**config.mk**
```make
export PLATFORM = sky130hd
export DESIGN_NAME = cla_seq_adder
export DESIGN_NICKNAME = d
export VERILOG_FILES = /design/src/rtl/cla_seq_adder_pkg.sv /design/src/rtl/nibble_cla.sv /design/src/rtl/cla_seq_adder.sv
export SDC_FILE = /design/constraint.sdc
export NUM_CORES = 1
export LEC_CHECK = 0
export CAP_MARGIN = 25
export CORE_AREA = 2 2 83 85
export CTS_BUF_LIST = sky130_fd_sc_hd__clkbuf_8
export DETAILED_ROUTE_END_ITERATION = 10
export DIE_AREA = 0 0 85 87
export PLACE_DENSITY = 0.74
export RECOVER_POWER = 25
export SETUP_SLACK_MARGIN = 0.15
export SYNTH_ARGS = -nofsm -noshare
export SYNTH_HDL_FRONTEND = slang
export SYNTH_SLANG_ARGS = --single-unit
```
**constraint.sdc**
```tcl
create_clock -name clk -period 2.55 [get_ports clk]
set_input_delay 0.51 -clock clk [delete_from_list [all_inputs] [get_ports clk]]
set_output_delay 0.51 -clock clk [all_outputs]
set_load 0.02 [all_outputs]
```
**src/rtl/cla_seq_adder_pkg.sv**
```systemverilog
// Shared types and constants for the nibble-serial carry-lookahead adder.
// Imported by the top level and the lookahead slice.
package cla_pkg;

    typedef enum logic [1:0] {
        IDLE = 2'd0,
        RUN  = 2'd1,
        DONE = 2'd2
    } cla_seq_state_t;

    localparam int NIB_W = 4;

endpackage

```
**src/rtl/nibble_cla.sv**
```systemverilog
// Purely combinational 4-bit carry-lookahead slice with fully expanded carries.
// It is reused once per clock by cla_seq_adder for each nibble in turn.
module nibble_cla
    import cla_pkg::*;
(
    input  logic [NIB_W-1:0] A,
    input  logic [NIB_W-1:0] B,
    input  logic             Cin,
    output logic [NIB_W-1:0] S,
    output logic             Cout
);

    logic [NIB_W-1:0] g_s;
    logic [NIB_W-1:0] p_s;
    logic [NIB_W:0]   c_s;

    assign g_s = A & B;
    assign p_s = A ^ B;

    // Every carry is a flat sum of products of g/p and Cin, with no ripple between bits.
    assign c_s[0] = Cin;
    assign c_s[1] = g_s[0] | (p_s[0] & Cin);
    assign c_s[2] = g_s[1] | (p_s[1] & g_s[0]) | (p_s[1] & p_s[0] & Cin);
    assign c_s[3] = g_s[2] | (p_s[2] & g_s[1]) | (p_s[2] & p_s[1] & g_s[0])
                  | (p_s[2] & p_s[1] & p_s[0] & Cin);
    assign c_s[4] = g_s[3] | (p_s[3] & g_s[2]) | (p_s[3] & p_s[2] & g_s[1])
                  | (p_s[3] & p_s[2] & p_s[1] & g_s[0])
                  | (p_s[3] & p_s[2] & p_s[1] & p_s[0] & Cin);

    assign S    = p_s ^ c_s[NIB_W-1:0];
    assign Cout = c_s[NIB_W];

endmodule

```
**src/rtl/cla_seq_adder.sv**
```systemverilog
// Sequential WIDTH-bit adder/subtractor: one shared 4-bit lookahead slice walks the
// operands a nibble per clock, linked by a registered carry, with valid/ready on both sides.
module cla_seq_adder
    import cla_pkg::*;
#(
    parameter int WIDTH = 16
) (
    input  logic             clk,
    input  logic             rst_n,
    input  logic             in_valid,
    output logic             in_ready,
    input  logic [WIDTH-1:0] a,
    input  logic [WIDTH-1:0] b,
    input  logic             cin,
    input  logic             sub,
    output logic             out_valid,
    input  logic             out_ready,
    output logic [WIDTH-1:0] sum,
    output logic             cout,
    output logic             ovf,
    output logic             busy
);

    localparam int NIB   = WIDTH / NIB_W;
    localparam int IDX_W = (NIB > 1) ? $clog2(NIB) : 1;
    localparam logic [IDX_W-1:0] LAST_IDX = IDX_W'(NIB - 1);
    localparam int MSB   = WIDTH - 1;

    cla_seq_state_t   state_r;
    logic [WIDTH-1:0] a_q_r;
    logic [WIDTH-1:0] b_q_r;
    logic             carry_r;
    logic [IDX_W-1:0] idx_r;
    logic [WIDTH-1:0] sum_r;
    logic             cout_r;
    logic             ovf_r;
    logic             out_valid_r;

    logic [NIB_W-1:0] a_nib_s;
    logic [NIB_W-1:0] b_nib_s;
    logic [NIB_W-1:0] slice_sum_s;
    logic             slice_cout_s;
    logic             ovf_s;

    assign a_nib_s = a_q_r[NIB_W*idx_r +: NIB_W];
    assign b_nib_s = b_q_r[NIB_W*idx_r +: NIB_W];

    nibble_cla u_slice (
        .A    (a_nib_s),
        .B    (b_nib_s),
        .Cin  (carry_r),
        .S    (slice_sum_s),
        .Cout (slice_cout_s)
    );

    // b_q already holds ~b in subtract mode, so one overflow rule covers add and subtract.
    assign ovf_s = (a_q_r[MSB] == b_q_r[MSB]) & (slice_sum_s[NIB_W-1] != a_q_r[MSB]);

    assign in_ready  = (state_r == IDLE);
    assign busy      = (state_r != IDLE);
    assign out_valid = out_valid_r;
    assign sum       = sum_r;
    assign cout      = cout_r;
    assign ovf       = ovf_r;

    // FSM with operand capture, nibble iteration and result hold.
    always_ff @(posedge clk or negedge rst_n) begin
        if (!rst_n) begin
            state_r     <= IDLE;
            a_q_r       <= {WIDTH{1'b0}};
            b_q_r       <= {WIDTH{1'b0}};
            carry_r     <= 1'b0;
            idx_r       <= {IDX_W{1'b0}};
            sum_r       <= {WIDTH{1'b0}};
            cout_r      <= 1'b0;
            ovf_r       <= 1'b0;
            out_valid_r <= 1'b0;
        end else begin
            case (state_r)
                IDLE: begin
                    if (in_valid) begin
                        a_q_r   <= a;
                        b_q_r   <= sub ? ~b : b;
                        carry_r <= sub ? 1'b1 : cin;
                        idx_r   <= {IDX_W{1'b0}};
                        sum_r   <= {WIDTH{1'b0}};
                        state_r <= RUN;
                    end else begin
                        state_r <= IDLE;
                    end
                end
                RUN: begin
                    sum_r[NIB_W*idx_r +: NIB_W] <= slice_sum_s;
                    carry_r                     <= slice_cout_s;
                    if (idx_r == LAST_IDX) begin
                        idx_r       <= {IDX_W{1'b0}};
                        cout_r      <= slice_cout_s;
                        ovf_r       <= ovf_s;
                        out_valid_r <= 1'b1;
                        state_r     <= DONE;
                    end else begin
                        idx_r   <= idx_r + IDX_W'(1);
                        state_r <= RUN;
                    end
                end
                DONE: begin
                    if (out_ready) begin
                        out_valid_r <= 1'b0;
                        state_r     <= IDLE;
                    end else begin
                        state_r <= DONE;
                    end
                end
                default: begin
                    out_valid_r <= 1'b0;
                    state_r     <= IDLE;
                end
            endcase
        end
    end

endmodule

```
==> impl_metrics.py <==
metrics = {
    "drt": {
        "wl_per_cell_um": 14.9,
        "dr.pass1.iters": 4,
        "routed_via_density": 5.18,
        "num_vias": 1934,
        "ant_nets": 0,
        "drcViolationCount": 0,
        "drt-initial-drc-count": 58,
        "routed_wl_um": 5570,
    },
    "finish": {
        "antenna_cells": 0,
        "layout-drive-gt1-share_pct": 18.8,
        "layout.nets": 341,
        "finish.utilization_pct": 55.9,
        "area_delta_synth_final_pct": 30.0,
    },
    "synthesis": {
        "ys_seq_elements": 56,
        "ys_types": 39,
        "synth-edff-count": 0,
        "synth.net_count": 279,
        "synthesis.area_um2": 2820,
        "yosysSeqAreaShare_pct": 49.6,
        "yosysWarningCount": 0,
        "ys.flop_type": "dfrtp_1",
        "syn_inst": 231,
        "synth.avg_cell_area_um2": 12.2,
        "async_flop_share_pct": 100,
    },
    "floorplanning": {
        "initial_core_util_pct": 43.0,
        "ios": 59,
        "dieArea_um2": 7400,
        "coreArea_um2": 6570,
        "die_w_um": 85,
        "die_h_um": 87,
        "rows": 30,
    },
    "placement": {
        "dpl.hpwl_um": 4130,
        "place.gp.congestion": 0.776,
        "io_buffer_count": 58,
        "dp_slack_ns": 0.0947,
    },
    "clocking": {
        "max-clock-path-buffers": 2,
        "numCtsBuffers": 5,
        "worst_skew_pair.late_latency_ns": 0.31,
        "clk_pin_slew_worst_paths_ns": 0.10,
        "holdBufCountCts": 0,
        "root_buffer": "clkbuf_8",
        "htree_num_levels": 2,
        "cts.sink_count": 56,
        "cts_tree": "built",
    },
    "timing": {
        "period_needed_ns": 2.34,
        "rsz0062_at_grt": "yes",
        "finClkSkew_ns": 0.00840,
        "final-max-slew-violation-count": 0,
        "layout_setup_ws_ns": 0.212,
        "tightest_slew_ns": 1.46,
        "max_freq_mhz": 428,
        "tns_ns": 0,
        "setup_violations": 0,
        "hold_violations": 0,
        "post-route-period-util_pct": 91.7,
        "max_slew_margin_pct": 2.42,
    },
    "global_route": {
        "overflow": 0,
        "antenna_found_initial": 0,
        "grt_usage_pct": 15.7,
        "grt_pass1_vias": 1908,
        "grt_max_degree": 52,
        "grt_pass1_wl_um": 9230,
    },
    "power": {
        "total_leakage_power_nw": 1.49,
        "p_total_w": 0.00515,
        "irDropWorstVdd_mv": 0.692,
        "cellPowerDensity_nw_per_um2": 1400,
    },
    "hold_path": {
        "hp-class": "register to register",
    },
    "critical_path": {
        "slowest_delay_ns": 0.58,
        "critical_path_class": "register to register",
        "crit_buf_inv": 1,
        "cp.arrival_ns": 2.53,
        "slowest_stage": "mux4_2",
        "endpoint_kind": "register",
        "crit_required_ns": 2.74,
        "path_max_fanout": 3,
        "path_cells": "buf_4, mux4_2, ha_4, a211oi_1, o21a_1, o31a_1, a211o_1",
        "path_delay_family": "compound AO/OA/AOI/OAI gates",
        "crit_path_start_kind": "register",
    },
    "flow_run": {
        "drv_cap": 0,
    },
    "status": {
        "outcome": "completed",
    },
}
==> area by class of cell <==
| type | instances | area, um2 |
|---|---|---|
| clock buffer | 5 | 68.8 |
| multi-input combinational | 159 | 1360 |
| sequential | 56 | 1410 |
| tap | 80 | 100 |
| clock inverter | 2 | 60.1 |
| timing repair buffer | 66 | 657 |
| fill | 565 | 2900 |
| inverter | 5 | 18.8 |
==> layer usage <==
layer	up-vias	share of wire, %	track usage [%]
li1	947	-	-
met1	932	46	21.1
met2	50	49	26.4
met3	5	4.2	2.94
met4	0	0.74	4.33
met5	-	0	0
==> cells in the mapped netlist (2+ instances only) <==
cell | number | area (um2)
a21o_1 | 4 | 30.0
a21oi_1 | 22 | 110
a22o_1 | 16 | 140
buf_2 | 2 | 10.0
buf_4 | 5 | 37.5
buf_6 | 3 | 33.8
dfrtp_1 | 56 | 1400
ha_1 | 9 | 113
inv_1 | 5 | 18.8
mux2_2 | 16 | 180
mux4_2 | 8 | 180
nand2_1 | 11 | 41.3
nand2b_1 | 3 | 18.8
nor2_1 | 27 | 101
nor3_1 | 2 | 10.0
o21ai_0 | 3 | 15.0
xnor2_1 | 17 | 149
==> sequential cells by signal (all words and copies together) (netlist names), 2 cells and up <==
name	count
a_q_r	16
b_q_r	16
idx_r	2
state_r	2
sum	16
==> layout by cell type (no fill, tap or decap), types with 4 or more instances in the layout <==
cell	n
a21o_1	4
a21oi_1	22
a22o_1	16
buf_4	5
clkbuf_8	5
clkdlybuf4s50_1	57
dfrtp_1	53
ha_1	6
inv_1	5
mux2_2	16
mux4_2	8
nand2_1	11
nor2_1	27
xnor2_1	17
==> power breakdown <==
part	switching (W)	leakage, nW	internal, W	total [W]
Combinational	0.00149	0.755	0.00143	0.00292
Sequential	0.000283	0.675	0.00128	0.00156
Clock	0.000285	0.0642	0.000387	0.000672
==> path summary, 6_finish.rpt <==
| kind | endpoint | from | slack (ns) | depth (start not counted) |
|---|---|---|---|---|
| min in group asynchronous | a_q_r[3] | rst_n | 0.53 | 1 |
| max in group asynchronous | state_r[1] | rst_n | 0.56 | 2 |
| min | sum[4] | sum[4] | 0.51 | 1 |
| min reg2reg | sum[4] | sum[4] | 0.51 | 1 |
| max | ovf | idx_r[0] | 0.21 | 7 |
| max reg2reg | ovf | idx_r[0] | 0.21 | 7 |
==> worst reg2reg max path: stages, from the launching register on <==
cell and delay [ns]:
dfrtp_2 0.40, buf_4 0.13, mux4_2 0.58, ha_4 0.31
a211oi_1 0.06, o21a_1 0.24, o31a_1 0.25, a211o_1 0.26
==> stage by stage <==
stage | hold WS, ns | instances | cell area (um2)
global placement | 0.489 | 364 | 3480
finish | 0.513 | 373 | 3670
CTS | 0.230 | 373 | 3650
detailed placement | 0.487 | 364 | 3480
global route | 0.515 | 373 | 3670
floorplan | 0.214 | 231 | 2830
==> repair_timing <==
| action | 4_1_cts | 5_1_grt |
|---|---|---|
| buffers inserted | 2 | 0 |
| resized for setup | 1 | 5 |
| pin swaps | 0 | 0 |
| setup endpoints to repair | 5 | 8 |
==> cell families (layout without fill, tap and decap cells) <==
| kind of cell | Yosys count | in the layout | synth area share [%] |
|---|---|---|---|
| fa+ha+maj | 10 | 10 | 4.70 |
| flops | 56 | 56 | 49.6 |
| simple gates | 54 | 54 | 10.7 |
| compound gates | 53 | 53 | 12.9 |
| buf+inv | 16 | 78 | 3.68 |
| mux | 24 | 24 | 12.8 |
| xor+xnor | 18 | 18 | 5.59 |
Power figures use the tool's default switching activity.
